$ cat config.mk
export PLATFORM = sky130hd
export DESIGN_NAME = mux_alu_b
export DESIGN_NICKNAME = d
export VERILOG_FILES = /design/src/rtl/mux_alu_b.sv
export SDC_FILE = /design/constraint.sdc
export NUM_CORES = 1
export LEC_CHECK = 0
export CAP_MARGIN = 20
export CORE_AREA = 4 4 88 74
export DETAILED_ROUTE_END_ITERATION = 8
export DIE_AREA = 0 0 92 78
export GPL_ROUTABILITY_DRIVEN = 0
export GPL_TIMING_DRIVEN = 1
export PLACE_DENSITY = 0.86
export RECOVER_POWER = 25
export SYNTH_ARGS = -nofsm -noshare
export SYNTH_HDL_FRONTEND = slang
export SYNTH_SLANG_ARGS = --single-unit
$ cat constraint.sdc
create_clock -name clk -period 1.8 [get_ports clk]
set_clock_uncertainty 0.1 [all_clocks]
set_input_delay 0.27 -clock clk [delete_from_list [all_inputs] [get_ports clk]]
set_output_delay 0.27 -clock clk [all_outputs]
set_load 0.01 [all_outputs]
$ cat src/rtl/mux_alu_b.sv
// mux_alu_b: ALU operand-B source selector with combinational output F and enabled register copy F_q.
module mux_alu_b #(
    parameter int          WIDTH     = 32,
    parameter int unsigned CONST_VAL = 4
) (
    input  logic [1:0]       seletor,
    input  logic [WIDTH-1:0] I1,
    input  logic [WIDTH-1:0] I2,
    input  logic [WIDTH-1:0] I3,
    output logic [WIDTH-1:0] F,
    input  logic             clk,
    input  logic             reset,
    input  logic             en,
    output logic [WIDTH-1:0] F_q
);
    localparam logic [WIDTH-1:0] K = WIDTH'(CONST_VAL);

    logic [WIDTH-1:0] sel_val;

    // An unknown select yields X in simulation; synthesis folds the check away and falls back to I1.
    always_comb begin
        sel_val = seletor == 2'b11 ? K : seletor == 2'b10 ? I3 : seletor == 2'b01 ? I2 : I1;
        F = (^seletor === 1'bx) ? {WIDTH{1'bx}} : sel_val;
    end

    always_ff @(posedge clk) begin
        if (!reset)
            F_q <= '0;
        else if (en)
            F_q <= F;
    end
endmodule

==> flow_metrics.tcl <==
set metrics [dict create \
    outcome "completed" \
    clock-sinks 32 \
    netlist_top_cells_count "nand2_1 (62), o21ai_0 (33), dfxtp_1 (32)" \
    detail_route.first_pass.iterations 4 \
    cts.clk_slew.worst_paths_ns 0.06 \
    post-place-cells 521 \
    drv_slew 0 \
    register_with_the_highest_flop_count "F_q" \
    wire_length_per_cell_after_detailed_routing_um 14.5 \
    fin_cells 540 \
    cell_breakdown_of_the_critical_path "clkdlybuf4s50_1 -> mux2i_1 -> or2_2 -> nand2_1 -> clkdlybuf4s15_1" \
    critPathLaunchType "input port" \
    cts_tree "yes" \
    post_route_fraction_of_the_period_consumed_by_the_critical_path_pct 96.9 \
    slew_headroom_pct 63.2 \
    synth_area_um2 1930 \
    dpl_worst_slack_ns -0.499 \
    dieArea_um2 7180 \
    powerDensity_nw_per_um2 532 \
    placement_rows 25 \
    crit_fanout 2 \
    worstHoldPathType "reg2reg" \
    grt_antenna_before_repair 0 \
    wl_mm 7.83 \
    port-buffer-count 164 \
    hold-worst-slack_ns 0.377 \
    fin_nets 559 \
    post-route-worst-setup-slack_ns 0.0557 \
    number_of_i_o_pins 165 \
    start_util_pct 33.8 \
    setup_viol_count_final 0 \
    yosys-top-cells-area "dfxtp_1 (33%), mux2i_1 (16%), nand2_1 (12%)" \
    top_regs "F_q (32)" \
    cp.required_ns 1.43 \
    post_synth_num_cell_types 16 \
    flow.area_growth_from_synthesis_pct 113 \
    die_height_um 78 \
    fp.coreArea_um2 5690 \
    detailedPlacementHpwl_mm 5.87 \
    grt_usage_pct 21.0 \
    final_antenna_net_count 0 \
    cellLeakagePower_nw 1.83 \
    design_power_total_mw 2.18 \
    cp_slowest_cell "clkdlybuf4s50_1" \
    synth_edf_count 0 \
    post_route_cells_drive_above_1_share_pct 18.7 \
    routed_via_density 4.75 \
    async_flop_share_pct 0 \
    synth-seq-cells 32 \
    library_cell_with_the_highest_instance_count_after_synthesis "nand2_1" \
    clockRootBuffer "clkbuf_8" \
    vdd_ir_drop_max_mv 0.322 \
    crit_path_max_incr_delay_ns 0.47 \
    netlist.top_cell.by_area "dfxtp_1" \
    antenna-diode-count 0 \
    syn_area_per_cell_um2 7.80 \
    grt_remaining_overflow 0 \
    critical_path.endpoint_type "output pin" \
    maximum_number_of_pins_on_one_net_before_global_route_repair 66 \
    criticalPathCategory "in2out" \
    largest_register_ffs 32 \
    post_synth_top_area_share_pct 33.3 \
    synth_top_flop_cell "dfxtp_1" \
    timing_hold_violations_final 0 \
    num_vias 2564 \
    max_freq_mhz 573 \
    grt_pass1_vias 2609 \
    timing.max_cap.violations 0 \
    worst_skew_pair.late_latency_ns 0.27 \
    layout_min_cycle_time_ns 1.74 \
    numCtsBuffers 5 \
    netlist_instances 247 \
    max_slew.worst_pin.slew_ns 0.552 \
    arrival_ns 1.37 \
    drt_drc_violations_left 0 \
    synth_fp_nets 348 \
    seq_area_frac_synth_pct 33.3 \
    drt_first_iter_violations 59 \
    grt_first_pass_wirelength_mm 12.0 \
    cts-root-to-sink-buffers 2 \
    synth_warnings 0 \
    clock_tree.htree_level_count 2 \
    nFillCells 459 \
    floorplan_die_width_um 92 \
]
[through the flow]
stage | setup TNS (ns) | util [%] | area (um2)
floorplan | 0 | - | 1930
global placement | -14.18 | 69.2 | 3940
detailed placement | -14.94 | 69.2 | 3940
CTS | -0.0542 | 72.7 | 4140
global route | -0.00445 | 72.0 | 4100
finish | 0 | 72.0 | 4100
[power breakdown]
| part | internal, mW | switching [mW] | total (mW) |
|---|---|---|---|
| clock network | 0.311 | 0.240 | 0.551 |
| logic | 0.521 | 0.324 | 0.845 |
| registers | 0.760 | 0.0231 | 0.783 |
[critical path, delay by kind of cell]
kind	cells	cell delay, ns
simple gates	2	0.35
mux	1	0.06
buf+inv	2	0.70
[logic make-up (layout without fill, tap and decap cells)]
kind of cell	Yosys count	count (layout)	synth area share [%]
AND/OR/NAND/NOR	97	97	23.6
AO/OA/AOI/OAI	66	66	19.4
multiplexers	32	32	16.7
flip-flops	32	32	33.3
buffers and inverters	20	232	7.08
[area by class of cell]
class,instances,area (um2),area share [%]
timing repair buffer,224,2110,51.5
multi-input combinational,195,1150,28.2
sequential,32,641,15.6
tap,81,101,2.47
clock buffer,8,90.1,2.20
[final timing paths]
kind,startpoint,slack (ns),cells after the start,to
worst max-delay path,I1[23],0.06,5,F[23]
worst min-delay path,F_q[2],0.38,2,F_q[2]
worst max register to register,F_q[7],1.01,2,F_q[7]
worst min register to register,F_q[2],0.38,2,F_q[2]
[placed cells by master, fill, tap and decap left out, types with 2 or more instances in the layout]
| cell | netlist | final |
|---|---|---|
| clkdlybuf4s50_1 | 0 | 128 |
| nand2_1 | 62 | 62 |
| buf_4 | 0 | 50 |
| o21ai_0 | 33 | 33 |
| dfxtp_1 | 32 | 32 |
| mux2i_1 | 31 | 31 |
| a31oi_1 | 31 | 31 |
| or2_1 | 29 | 29 |
| clkdlybuf4s15_1 | 0 | 10 |
| dlygate4sd2_1 | 0 | 9 |
| clkbuf_2 | 0 | 8 |
| buf_2 | 4 | 7 |
| clkbuf_8 | 0 | 6 |
| buf_12 | 3 | 5 |
| nand2b_1 | 3 | 3 |
| or2_2 | 2 | 2 |
| clkbuf_1 | 12 | 2 |
| buf_6 | 1 | 2 |
| buf_8 | 0 | 2 |
[metal layers]
metal,vias up,wire [um],global-route usage (%)
met5,-,0,0
met4,0,89,6.23
met3,10,641,6.49
met2,106,4270,43.1
met1,1154,2830,19.5
li1,1294,-,-
[timing repair]
| action | 4_1_cts | 5_1_grt |
|---|---|---|
| pin swaps | 0 | 0 |
| gates cloned | 1 | 0 |
| setup buffers | 8 | 2 |
| setup endpoints to repair | 32 | 21 |
| endpoints found under the hold margin | 0 | 0 |
| resized for setup | 55 | 31 |
| hold buffers | 0 | 0 |
No activity file was read; power rests on OpenSTA's default activity.
